--- src/rtl/reg_write_arbiter_pkg.sv ---
// Shared types and default widths for the register-file write arbiter.
// Latency: n/a (declarations only).
// Backpressure: n/a.
package reg_write_arbiter_pkg;

    localparam int DEF_DATA_WIDTH = 32;
    localparam int DEF_ADDR_WIDTH = 5;

    typedef enum logic {
        ARB_NORMAL = 1'b0,
        ARB_FORCE  = 1'b1
    } arb_state_e;

endpackage

--- src/rtl/reg_write_arbiter_if.sv ---
// Bundle of WB, MU, decode-hazard and register-file write signals.
// Latency: n/a (wiring only).
// Backpressure: wb_stall holds WB; mu_valid/mu_ready handshake for MU.
interface reg_write_arbiter_if
    import reg_write_arbiter_pkg::*;
#(
    parameter int DATA_WIDTH = DEF_DATA_WIDTH,
    parameter int ADDR_WIDTH = DEF_ADDR_WIDTH
);
    logic                  wb_valid;
    logic [ADDR_WIDTH-1:0] wb_reg;
    logic [DATA_WIDTH-1:0] wb_data;
    logic                  wb_stall;
    logic                  mu_valid;
    logic                  mu_ready;
    logic [ADDR_WIDTH-1:0] mu_reg;
    logic [DATA_WIDTH-1:0] mu_data;
    logic [ADDR_WIDTH-1:0] rd_reg1;
    logic [ADDR_WIDTH-1:0] rd_reg2;
    logic                  rd_hazard1;
    logic                  rd_hazard2;
    logic                  rf_reg_write;
    logic [ADDR_WIDTH-1:0] rf_write_reg;
    logic [DATA_WIDTH-1:0] rf_write_data;

    modport slave (
        input  wb_valid, wb_reg, wb_data, mu_valid, mu_reg, mu_data, rd_reg1, rd_reg2,
        output wb_stall, mu_ready, rd_hazard1, rd_hazard2,
               rf_reg_write, rf_write_reg, rf_write_data
    );

    modport master (
        output wb_valid, wb_reg, wb_data, mu_valid, mu_reg, mu_data, rd_reg1, rd_reg2,
        input  wb_stall, mu_ready, rd_hazard1, rd_hazard2,
               rf_reg_write, rf_write_reg, rf_write_data
    );
endinterface

--- src/rtl/reg_write_arbiter_mu_result_fifo.sv ---
// Synchronous FIFO of MU results {reg, data}, exposing per-entry valid/reg.
// Latency: 1 cycle from push to head visible.
// Backpressure: push ignored when full, pop ignored when empty.
module mu_result_fifo #(
    parameter int DATA_WIDTH = 32,
    parameter int ADDR_WIDTH = 5,
    parameter int DEPTH      = 2
) (
    input  logic                                clk,
    input  logic                                rst_n,
    input  logic                                push,
    input  logic [ADDR_WIDTH-1:0]               push_reg,
    input  logic [DATA_WIDTH-1:0]               push_data,
    input  logic                                pop,
    output logic                                full,
    output logic                                empty,
    output logic [ADDR_WIDTH-1:0]               head_reg,
    output logic [DATA_WIDTH-1:0]               head_data,
    output logic [DEPTH-1:0]                    ent_vld,
    output logic [DEPTH-1:0][ADDR_WIDTH-1:0]    ent_reg
);
    localparam int PW = $clog2(DEPTH);

    typedef struct packed {
        logic [ADDR_WIDTH-1:0] rd;
        logic [DATA_WIDTH-1:0] dat;
    } ent_t;

    ent_t            mem_q [DEPTH];
    ent_t            mem_d [DEPTH];
    logic [PW-1:0]   wr_ptr_q, wr_ptr_d;
    logic [PW-1:0]   rd_ptr_q, rd_ptr_d;
    logic [PW:0]     cnt_q, cnt_d;
    logic [DEPTH-1:0] vld_q, vld_d;
    logic            do_push, do_pop;

    assign full      = (cnt_q == (PW+1)'(DEPTH));
    assign empty     = (cnt_q == '0);
    assign do_push   = push && !full;
    assign do_pop    = pop && !empty;
    assign head_reg  = mem_q[rd_ptr_q].rd;
    assign head_data = mem_q[rd_ptr_q].dat;
    assign ent_vld   = vld_q;

    always_comb begin
        for (int i = 0; i < DEPTH; i++) begin
            ent_reg[i] = mem_q[i].rd;
        end
    end

    always_comb begin
        mem_d    = mem_q;
        vld_d    = vld_q;
        wr_ptr_d = wr_ptr_q;
        rd_ptr_d = rd_ptr_q;
        cnt_d    = cnt_q;
        if (do_push) begin
            mem_d[wr_ptr_q] = '{rd: push_reg, dat: push_data};
            vld_d[wr_ptr_q] = 1'b1;
            wr_ptr_d        = wr_ptr_q + PW'(1);
        end
        if (do_pop) begin
            vld_d[rd_ptr_q] = 1'b0;
            rd_ptr_d        = rd_ptr_q + PW'(1);
        end
        // Simultaneous push and pop leaves the occupancy unchanged.
        case ({do_push, do_pop})
            2'b10:   cnt_d = cnt_q + (PW+1)'(1);
            2'b01:   cnt_d = cnt_q - (PW+1)'(1);
            default: cnt_d = cnt_q;
        endcase
    end

    always_ff @(posedge clk) begin
        mem_q <= mem_d;
        if (!rst_n) begin
            vld_q    <= '0;
            wr_ptr_q <= '0;
            rd_ptr_q <= '0;
            cnt_q    <= '0;
        end else begin
            vld_q    <= vld_d;
            wr_ptr_q <= wr_ptr_d;
            rd_ptr_q <= rd_ptr_d;
            cnt_q    <= cnt_d;
        end
    end
endmodule

--- src/rtl/reg_write_arbiter.sv ---
// Arbitrates the register-file write port between WB and buffered MU results.
// Latency: 1 cycle from grant to rf_* outputs.
// Backpressure: wb_stall holds WB during forced FIFO grants; mu_ready = !fifo_full.
module reg_write_arbiter
    import reg_write_arbiter_pkg::*;
#(
    parameter int DATA_WIDTH   = DEF_DATA_WIDTH,
    parameter int ADDR_WIDTH   = DEF_ADDR_WIDTH,
    parameter int FIFO_DEPTH   = 2,
    parameter int STARVE_LIMIT = 4
) (
    input  logic                 clk,
    input  logic                 rst_n,
    reg_write_arbiter_if.slave   bus
);
    localparam int CW = $clog2(STARVE_LIMIT + 1);

    arb_state_e                           state_q, state_d;
    logic [CW-1:0]                        cnt_q, cnt_d;
    logic                                 rf_we_q, rf_we_d;
    logic [ADDR_WIDTH-1:0]                rf_reg_q, rf_reg_d;
    logic [DATA_WIDTH-1:0]                rf_dat_q, rf_dat_d;
    logic                                 grant_wb, grant_fifo, wb_stall;
    logic                                 fifo_full, fifo_empty, fifo_push;
    logic [ADDR_WIDTH-1:0]                head_reg;
    logic [DATA_WIDTH-1:0]                head_data;
    logic [FIFO_DEPTH-1:0]                ent_vld;
    logic [FIFO_DEPTH-1:0][ADDR_WIDTH-1:0] ent_reg;
    logic                                 mu_ready, hz1, hz2;

    assign mu_ready  = rst_n && !fifo_full;
    // Register-zero results complete the handshake but never occupy a slot.
    assign fifo_push = bus.mu_valid && mu_ready && (bus.mu_reg != '0);

    mu_result_fifo #(
        .DATA_WIDTH (DATA_WIDTH),
        .ADDR_WIDTH (ADDR_WIDTH),
        .DEPTH      (FIFO_DEPTH)
    ) u_fifo (
        .clk       (clk),
        .rst_n     (rst_n),
        .push      (fifo_push),
        .push_reg  (bus.mu_reg),
        .push_data (bus.mu_data),
        .pop       (grant_fifo),
        .full      (fifo_full),
        .empty     (fifo_empty),
        .head_reg  (head_reg),
        .head_data (head_data),
        .ent_vld   (ent_vld),
        .ent_reg   (ent_reg)
    );

    always_ff @(posedge clk) begin
        if (!rst_n) begin
            state_q  <= ARB_NORMAL;
            cnt_q    <= '0;
            rf_we_q  <= 1'b0;
            rf_reg_q <= '0;
            rf_dat_q <= '0;
        end else begin
            state_q  <= state_d;
            cnt_q    <= cnt_d;
            rf_we_q  <= rf_we_d;
            rf_reg_q <= rf_reg_d;
            rf_dat_q <= rf_dat_d;
        end
    end

    always_comb begin
        state_d = state_q;
        cnt_d   = '0;
        case (state_q)
            ARB_NORMAL: begin
                if (grant_wb && !fifo_empty) begin
                    cnt_d = cnt_q + CW'(1);
                end
                if (cnt_d == CW'(STARVE_LIMIT)) begin
                    state_d = ARB_FORCE;
                end
            end
            default: state_d = ARB_NORMAL;
        endcase
    end

    always_comb begin
        grant_wb   = 1'b0;
        grant_fifo = 1'b0;
        wb_stall   = 1'b0;
        if (rst_n) begin
            case (state_q)
                ARB_NORMAL: begin
                    grant_wb   = bus.wb_valid;
                    grant_fifo = !bus.wb_valid && !fifo_empty;
                end
                default: begin
                    grant_fifo = !fifo_empty;
                    wb_stall   = bus.wb_valid;
                end
            endcase
        end
    end

    always_comb begin
        rf_we_d  = 1'b0;
        rf_reg_d = rf_reg_q;
        rf_dat_d = rf_dat_q;
        if (grant_wb) begin
            rf_we_d  = (bus.wb_reg != '0);
            rf_reg_d = bus.wb_reg;
            rf_dat_d = bus.wb_data;
        end else if (grant_fifo) begin
            rf_we_d  = 1'b1;
            rf_reg_d = head_reg;
            rf_dat_d = head_data;
        end
    end

    always_comb begin
        hz1 = 1'b0;
        hz2 = 1'b0;
        if (rst_n) begin
            if (rf_we_q && rf_reg_q == bus.rd_reg1) hz1 = 1'b1;
            if (rf_we_q && rf_reg_q == bus.rd_reg2) hz2 = 1'b1;
            for (int i = 0; i < FIFO_DEPTH; i++) begin
                if (ent_vld[i] && ent_reg[i] == bus.rd_reg1) hz1 = 1'b1;
                if (ent_vld[i] && ent_reg[i] == bus.rd_reg2) hz2 = 1'b1;
            end
            if (bus.rd_reg1 == '0) hz1 = 1'b0;
            if (bus.rd_reg2 == '0) hz2 = 1'b0;
        end
    end

    assign bus.mu_ready      = mu_ready;
    assign bus.wb_stall      = wb_stall;
    assign bus.rd_hazard1    = hz1;
    assign bus.rd_hazard2    = hz2;
    assign bus.rf_reg_write  = rf_we_q;
    assign bus.rf_write_reg  = rf_reg_q;
    assign bus.rf_write_data = rf_dat_q;
endmodule

--- src/flat_wrapper.sv ---
// flat-port wrapper written by rule: the top's interface ports become plain ports
module reg_write_arbiter_flat import reg_write_arbiter_pkg::*;
#(
    parameter int DATA_WIDTH   = DEF_DATA_WIDTH,
    parameter int ADDR_WIDTH   = DEF_ADDR_WIDTH,
    parameter int FIFO_DEPTH   = 2,
    parameter int STARVE_LIMIT = 4
)
  (clk, rst_n, bus_wb_valid, bus_wb_reg, bus_wb_data, bus_mu_valid, bus_mu_reg, bus_mu_data, bus_rd_reg1, bus_rd_reg2, bus_wb_stall, bus_mu_ready, bus_rd_hazard1, bus_rd_hazard2, bus_rf_reg_write, bus_rf_write_reg, bus_rf_write_data);
  reg_write_arbiter_if #(.DATA_WIDTH(DATA_WIDTH), .ADDR_WIDTH(ADDR_WIDTH)) bus_i ();
  input  logic clk;
  input  logic rst_n;
  input wire logic [$bits(bus_i.wb_valid)-1:0] bus_wb_valid;
  input wire logic [$bits(bus_i.wb_reg)-1:0] bus_wb_reg;
  input wire logic [$bits(bus_i.wb_data)-1:0] bus_wb_data;
  input wire logic [$bits(bus_i.mu_valid)-1:0] bus_mu_valid;
  input wire logic [$bits(bus_i.mu_reg)-1:0] bus_mu_reg;
  input wire logic [$bits(bus_i.mu_data)-1:0] bus_mu_data;
  input wire logic [$bits(bus_i.rd_reg1)-1:0] bus_rd_reg1;
  input wire logic [$bits(bus_i.rd_reg2)-1:0] bus_rd_reg2;
  output wire logic [$bits(bus_i.wb_stall)-1:0] bus_wb_stall;
  output wire logic [$bits(bus_i.mu_ready)-1:0] bus_mu_ready;
  output wire logic [$bits(bus_i.rd_hazard1)-1:0] bus_rd_hazard1;
  output wire logic [$bits(bus_i.rd_hazard2)-1:0] bus_rd_hazard2;
  output wire logic [$bits(bus_i.rf_reg_write)-1:0] bus_rf_reg_write;
  output wire logic [$bits(bus_i.rf_write_reg)-1:0] bus_rf_write_reg;
  output wire logic [$bits(bus_i.rf_write_data)-1:0] bus_rf_write_data;
  assign bus_i.wb_valid = bus_wb_valid;
  assign bus_i.wb_reg = bus_wb_reg;
  assign bus_i.wb_data = bus_wb_data;
  assign bus_i.mu_valid = bus_mu_valid;
  assign bus_i.mu_reg = bus_mu_reg;
  assign bus_i.mu_data = bus_mu_data;
  assign bus_i.rd_reg1 = bus_rd_reg1;
  assign bus_i.rd_reg2 = bus_rd_reg2;
  assign bus_wb_stall = bus_i.wb_stall;
  assign bus_mu_ready = bus_i.mu_ready;
  assign bus_rd_hazard1 = bus_i.rd_hazard1;
  assign bus_rd_hazard2 = bus_i.rd_hazard2;
  assign bus_rf_reg_write = bus_i.rf_reg_write;
  assign bus_rf_write_reg = bus_i.rf_write_reg;
  assign bus_rf_write_data = bus_i.rf_write_data;
  reg_write_arbiter #(.DATA_WIDTH(DATA_WIDTH), .ADDR_WIDTH(ADDR_WIDTH), .FIFO_DEPTH(FIFO_DEPTH), .STARVE_LIMIT(STARVE_LIMIT)) u_core (.clk(clk), .rst_n(rst_n), .bus(bus_i));
endmodule
--- config.mk ---
export PLATFORM = sky130hd
export DESIGN_NAME = reg_write_arbiter_flat
export DESIGN_NICKNAME = d
export VERILOG_FILES = /design/src/rtl/reg_write_arbiter_pkg.sv /design/src/rtl/reg_write_arbiter_if.sv /design/src/rtl/reg_write_arbiter_mu_result_fifo.sv /design/src/rtl/reg_write_arbiter.sv /design/src/flat_wrapper.sv
export SDC_FILE = /design/constraint.sdc
export NUM_CORES = 1
export LEC_CHECK = 0
export ABC_AREA = 1
export CAP_MARGIN = 20
export CORE_UTILIZATION = 55
export DETAILED_ROUTE_END_ITERATION = 6
export DONT_BUFFER_PORTS = 1
export PLACE_DENSITY = 0.81
export SYNTH_ARGS = -nofsm -noshare
export SYNTH_HDL_FRONTEND = slang
export SYNTH_SLANG_ARGS = --single-unit
--- constraint.sdc ---
create_clock -name clk -period 2.3 [get_ports clk]
set_input_delay 0.23 -clock clk [delete_from_list [all_inputs] [get_ports clk]]
set_output_delay 0.23 -clock clk [all_outputs]
set_load 0.005 [all_outputs]
==> flow_summary_export.csv, run 1 <==
group,metric,value,unit
outcome,status,"completed",
timing,final_max_slew_viol_count,0,
worst_setup_path,endpoint_kind,"flop",
detailed_routing,avgRoutedWirePerCell,17.6,um
timing,skew,0.00814,ns
worst_setup_path,critical_path_class,"reg2reg",
power,p_leak,0.00281,uW
placement,dp_hpwl,8270,um
hold_path,hold_class,"in2reg",
synth,ys_seq_area_share,59.4,%
placement,portBuffers,0,
die,ios,130,
synth,synth_top_area_share,41.4,%
global_routing,grt_pass1_vias,4517,
die,num_rows,35,
detailed_routing,vias_per_cell,5.45,
finish,final_common_cell,"nand2_1",
worst_setup_path,worstPathRequired,2.70,ns
timing,hold_violations,0,
timing,post-route-period-util,86.3,%
timing,period_needed,1.98,ns
die,die_w,101,um
timing,slew_headroom,58.9,%
clock_tree,cts_made_buffers,17,
clock_tree,clk_pin_slew,0.06,ns
run,maxCapViolations,0,
detailed_routing,drc,0,
timing,hold-worst-slack,0.0294,ns
synth,synth_area_leader_cell,"edfxtp_1",
clock_tree,clock_latency,0.50,ns
detailed_routing,vias,4372,
global_routing,grt_first_pass_wirelength,22300,um
clock_tree,cts_max_level,4,
power,powerDensity,856,nW/um2
clock_tree,cts_tree,"built",
global_routing,grt_max_degree,53,
detailed_routing,wirelength,14100,um
finish,diodes,0,
die,initial_core_util,57.5,%
finish,nNetsFinal,750,
detailed_routing,drt_pass1_iterations,5,
synth,synth_edf_count,74,
finish,largest_reg_flops,64,
synth,ys_top_cells_by_area,"edfxtp_1, dfxtp_1, nand2_1, o21ai_0, a21oi_1",
timing,setup_viol,0,
finish,fin_util,72.9,%
die,fp.dieH,101,um
worst_setup_path,cp.arrival,2.39,ns
finish,drive_above_1_share,9.81,%
synth,syn_avg_cell_area,9.18,um2
timing,rsz0062_at_grt,"no",
timing,finalSetupTns,0,ns
clock_tree,cts_root_buffer,"clkbuf_8",
hold_path,min_from,"rst_n",
global_routing,overflow,0,
synth,synthArstFlopShare,0,%
global_routing,antenna_found_initial,0,
clock_tree,clockBufferDepth,2,
placement,gp_congestion,0.865,
detailed_routing,ant_nets,0,
finish,areaGrowthSynthToFinish,26.9,%
finish,most-common-layout-cells,"nand2_1, dlygate4sd3_1, edfxtp_1",
synth,synth.cell_area,5360,um2
detailed_routing,drt_iter0_drc,252,
power,ir_worst_vdd,675,uV
die,core,9330,um2
synth,synth_cells,584,
clock_tree,ctsResizeCount,0,
die,die_area,10100,um2
timing,worst_pin_slew,0.616,ns
timing,fmax,504,MHz
worst_setup_path,critPathMaxFanout,30,
synth,yosys_register_bits,122,
clock_tree,cts_sinks,122,
global_routing,grt_use_total,29.6,%
worst_setup_path,start_kind,"flop",
synth,yosysWarnings,0,
synth,synthFlopType,"edfxtp_1",
synth,synth_nets,674,
synth,yosysUniqueCellTypes,27,
worst_setup_path,rr_startpoint,"u_core.state_q",
worst_setup_path,worstSetupStartpoint,"u_core.state_q",
-- report_power, final --
| part | internal [uW] | switching, uW |
|---|---|---|
| sequential | 2460 | 90.2 |
| clock | 1760 | 954 |
| combinational | 231 | 338 |
-- cell usage after synthesis (2+ instances only) --
cell type,instances
nand3_1,25
inv_2,3
o21ai_1,18
dfxtp_1,48
ha_1,2
nor4_1,2
buf_2,11
edfxtp_1,74
inv_1,48
nand4_1,2
buf_6,6
nor3_1,3
nand2_1,173
o21ai_2,3
a21oi_1,40
nand2_2,2
nor2_2,2
nor2_1,29
clkbuf_1,9
o211ai_1,5
o21ai_0,57
nand3_2,17
-- metal layers --
layer / share of wire (%) / wire (um) / up-vias / global-route usage, %
met2: 51 / 7210 / 188 / 51.0
met5: 0 / 0 / - / 0
met4: 2.3 / 331 / 0 / 13.3
met3: 7.0 / 989 / 31 / 8.18
li1: - / - / 2106 / -
met1: 40 / 5600 / 2047 / 34.6
-- cells by family after synthesis --
family	after synthesis	share of synthesized area [%]
and+or+nand+nor	257	21.4
AOI/OAI and AO/OA	123	11.9
DFF	122	59.4
buffers and inverters	79	6.70
adders and majority gates	2	0.467
xor gates and xnor gates	1	0.163
-- per-stage QoR --
step	instances	area [um2]	power [uW]	worst slack, ns
after floorplan	584	5360	2910	0.388
after global placement	694	5430	2980	0.739
after detailed placement	694	5430	3000	0.633
after CTS	802	6800	5810	0.339
after global routing	802	6800	6010	0.159
final	802	6800	5820	0.316
-- final timing paths --
check / cells past startpoint / slack (ns) / end
worst min-delay path: 3 / 0.03 / u_core.bus.rf_write_reg[1]
worst max-delay path: 8 / 0.32 / u_core.bus.rf_write_reg[3]
worst max register to register: 8 / 0.32 / u_core.bus.rf_write_reg[3]
worst min register to register: 1 / 0.44 / u_core.cnt_q[0]
-- worst max-delay path, cell delays in order (launching register included) --
cell,delay (ns)
dfxtp_1,0.29
inv_1,0.11
nand3_4,0.23
nand2_2,0.16
buf_4,0.29
o211ai_1,0.12
nand2_1,0.07
dlygate4sd3_1,0.55
inv_1,0.04
-- final cells by class --
type / instances / area [um2]
inverters: 52 / 195
clock inverters: 12 / 174
repair buffers: 84 / 843
clock buffers: 20 / 425
flip-flops and latches: 122 / 3180
well taps: 129 / 161
fillers: 653 / 2520
multi-input cells: 383 / 1820
-- what timing repair did --
action | 4_1_cts | 5_1_grt
endpoints found under the hold margin | 118 | 0
buffers inserted | 0 | 0
hold buffers | 76 | 0
setup endpoints to repair | 0 | 0
(Power assumes the default switching activity.)
==> run 2: changes to the inputs <==
--- a/config.mk
+++ b/config.mk
@@ -10,6 +10,7 @@
 export CORE_UTILIZATION = 55
 export DETAILED_ROUTE_END_ITERATION = 6
 export DONT_BUFFER_PORTS = 1
+export HOLD_SLACK_MARGIN = 0.08
 export PLACE_DENSITY = 0.81
 export SYNTH_ARGS = -nofsm -noshare
 export SYNTH_HDL_FRONTEND = slang
==> flow_summary_export.csv, run 2 (synthesis gave the netlist of run 1 again) <==
group,metric,value,unit
detailed_routing,vias,4422,
finish,fin_cells,807,
hold_path,hold_class,"in2reg",
timing,finalSetupTns,0,ns
timing,setup_viol,0,
timing,post-route-period-util,86.8,%
worst_setup_path,critical_path_class,"reg2reg",
global_routing,grt_first_pass_wirelength,22500,um
finish,largest_reg_flops,64,
clock_tree,clk_pin_slew,0.06,ns
die,fp.dieH,101,um
timing,setup_slack,0.303,ns
timing,rsz0062_at_grt,"no",
power,comb_power_share,9.9,%
global_routing,grt_use_total,29.9,%
placement,dpl.cell_count,694,
worst_setup_path,start_kind,"flop",
clock_tree,clockBufferDepth,2,
detailed_routing,drc,0,
power,powerDensity,851,nW/um2
power,p_leak,0.00282,uW
finish,final_common_cell,"nand2_1",
detailed_routing,wirelength,14300,um
finish,nNetsFinal,755,
detailed_routing,ant_nets,0,
clock_tree,cts_root_buffer,"clkbuf_8",
detailed_routing,avgRoutedWirePerCell,17.7,um
finish,most-common-layout-cells,"nand2_1, dlygate4sd3_1, edfxtp_1",
power,p_clk_share,46.4,%
worst_setup_path,critPathMaxFanout,30,
timing,skew,0.00917,ns
die,num_rows,35,
worst_setup_path,worstPathRequired,2.70,ns
power,ir_worst_vdd,674,uV
worst_setup_path,critPathSlowestCell,"dlygate4sd3_1",
die,ios,130,
clock_tree,cts_tree,"built",
detailed_routing,wl_met1,5600,um
timing,fmax,501,MHz
power,power_frac_seq,43.6,%
finish,multi_input_area,1820,um2
timing,period_needed,2.00,ns
die,die_area,10100,um2
worst_setup_path,critPathMaxStageDelay,0.55,ns
detailed_routing,drt_pass1_iterations,5,
clock_tree,cts_max_level,4,
die,initial_core_util,57.5,%
timing,final_max_slew_viol_count,0,
power,p_sw_share,23.7,%
finish,diodes,0,
worst_setup_path,endpoint_kind,"flop",
clock_tree,cts_sinks,122,
finish,fill_cells,646,
power,p_int,4450,uW
placement,gp_congestion,0.865,
clock_tree,clock_latency,0.50,ns
global_routing,grt_max_degree,53,
worst_setup_path,cp.arrival,2.40,ns
worst_setup_path,crit_top_cell,"inv_1",
placement,dp_slack,0.633,ns
detailed_routing,dr_wl_met2,7260,um
worst_setup_path,worstPathCellList,"inv_1 > nand3_4 > nand2_2 > buf_4 > o211ai_1 > nand2_1 > dlygate4sd3_1 > inv_1",
timing,worst_pin_slew,0.612,ns
timing,hold_violations,0,
finish,regArea,3180,um2
global_routing,antenna_found_initial,0,
finish,drive_above_1_share,9.73,%
clock_tree,cts_made_buffers,17,
detailed_routing,vias_per_cell,5.48,
run,maxCapViolations,0,
placement,portBuffers,0,
global_routing,overflow,0,
placement,dp_hpwl,8270,um
timing,slew_headroom,59.2,%
finish,areaGrowthSynthToFinish,27.8,%
outcome,status,"completed",
detailed_routing,dr_wl_met3,1090,um
detailed_routing,top_layer_used,"met4",
die,core,9330,um2
power,p_sw,1380,uW
detailed_routing,drt_iter0_drc,234,
global_routing,grt_pass1_vias,4549,
die,die_w,101,um
clock_tree,ctsResizeCount,0,
[run 2: changes by cell type in the layout (fill, tap and decap cells not counted)]
cell	before	now
dlygate4sd3_1	75	80
[run 2: worst max-delay path: cells and delay by family, from the launching register on]
kind                   cells  cell delay, ns
buffers and inverters      4            1.00
AO/OA/AOI/OAI              1            0.14
AND/OR/NAND/NOR            3            0.46
flip-flops                 1            0.30
[run 2: final cells by class]
class                   count  share of cell area (%)
flip-flops and latches    122                    46.4
multi-input cells         383                    26.6
repair buffers             89                    13.0
clock buffers              20                    6.21
inverters                  52                    2.85
clock inverters            12                    2.54
well taps                 129                    2.36
[run 2: metrics by stage]
step | area (um2) | power [uW] | utilization [%] | hold WS (ns)
floorplan | 5360 | 2910 | - | 0.329
global placement | 5430 | 2980 | 58.2 | 0.329
detailed placement | 5430 | 3000 | 58.2 | 0.329
CTS | 6850 | 5820 | 73.5 | 0.0842
global route | 6850 | 6020 | 73.5 | 0.114
finish | 6850 | 5830 | 73.5 | 0.108
[run 2: final timing paths]
| check | startpoint | to | slack [ns] | cells after the start |
|---|---|---|---|---|
| setup / recovery | u_core.state_q | u_core.bus.rf_write_reg[1] | 0.30 | 8 |
| hold / removal | bus_mu_reg[0] | u_core.u_fifo.wr_ptr_q | 0.11 | 5 |
| setup reg to reg | u_core.state_q | u_core.bus.rf_write_reg[1] | 0.30 | 8 |
| hold reg to reg | u_core.cnt_q[0] | u_core.cnt_q[0] | 0.43 | 1 |
[run 2: what timing repair did]
action,4_1_cts,5_1_grt
hold buffers,81,0
endpoints found under the hold margin,118,0
buffers inserted,0,0
[run 2: metal layers]
metal,vias to the layer above,track usage [%]
met5,-,0
met3,31,8.04
li1,2121,-
met1,2067,34.8
met4,0,13.2
met2,203,52.1
[run 2: power groups by stage]
stage	registers (uW)	clock network, uW	logic (uW)
floorplan	2560	0	355
global placement	2580	0	399
detailed placement	2580	0	417
CTS	2540	2720	560
global route	2560	2820	643
finish	2550	2710	579
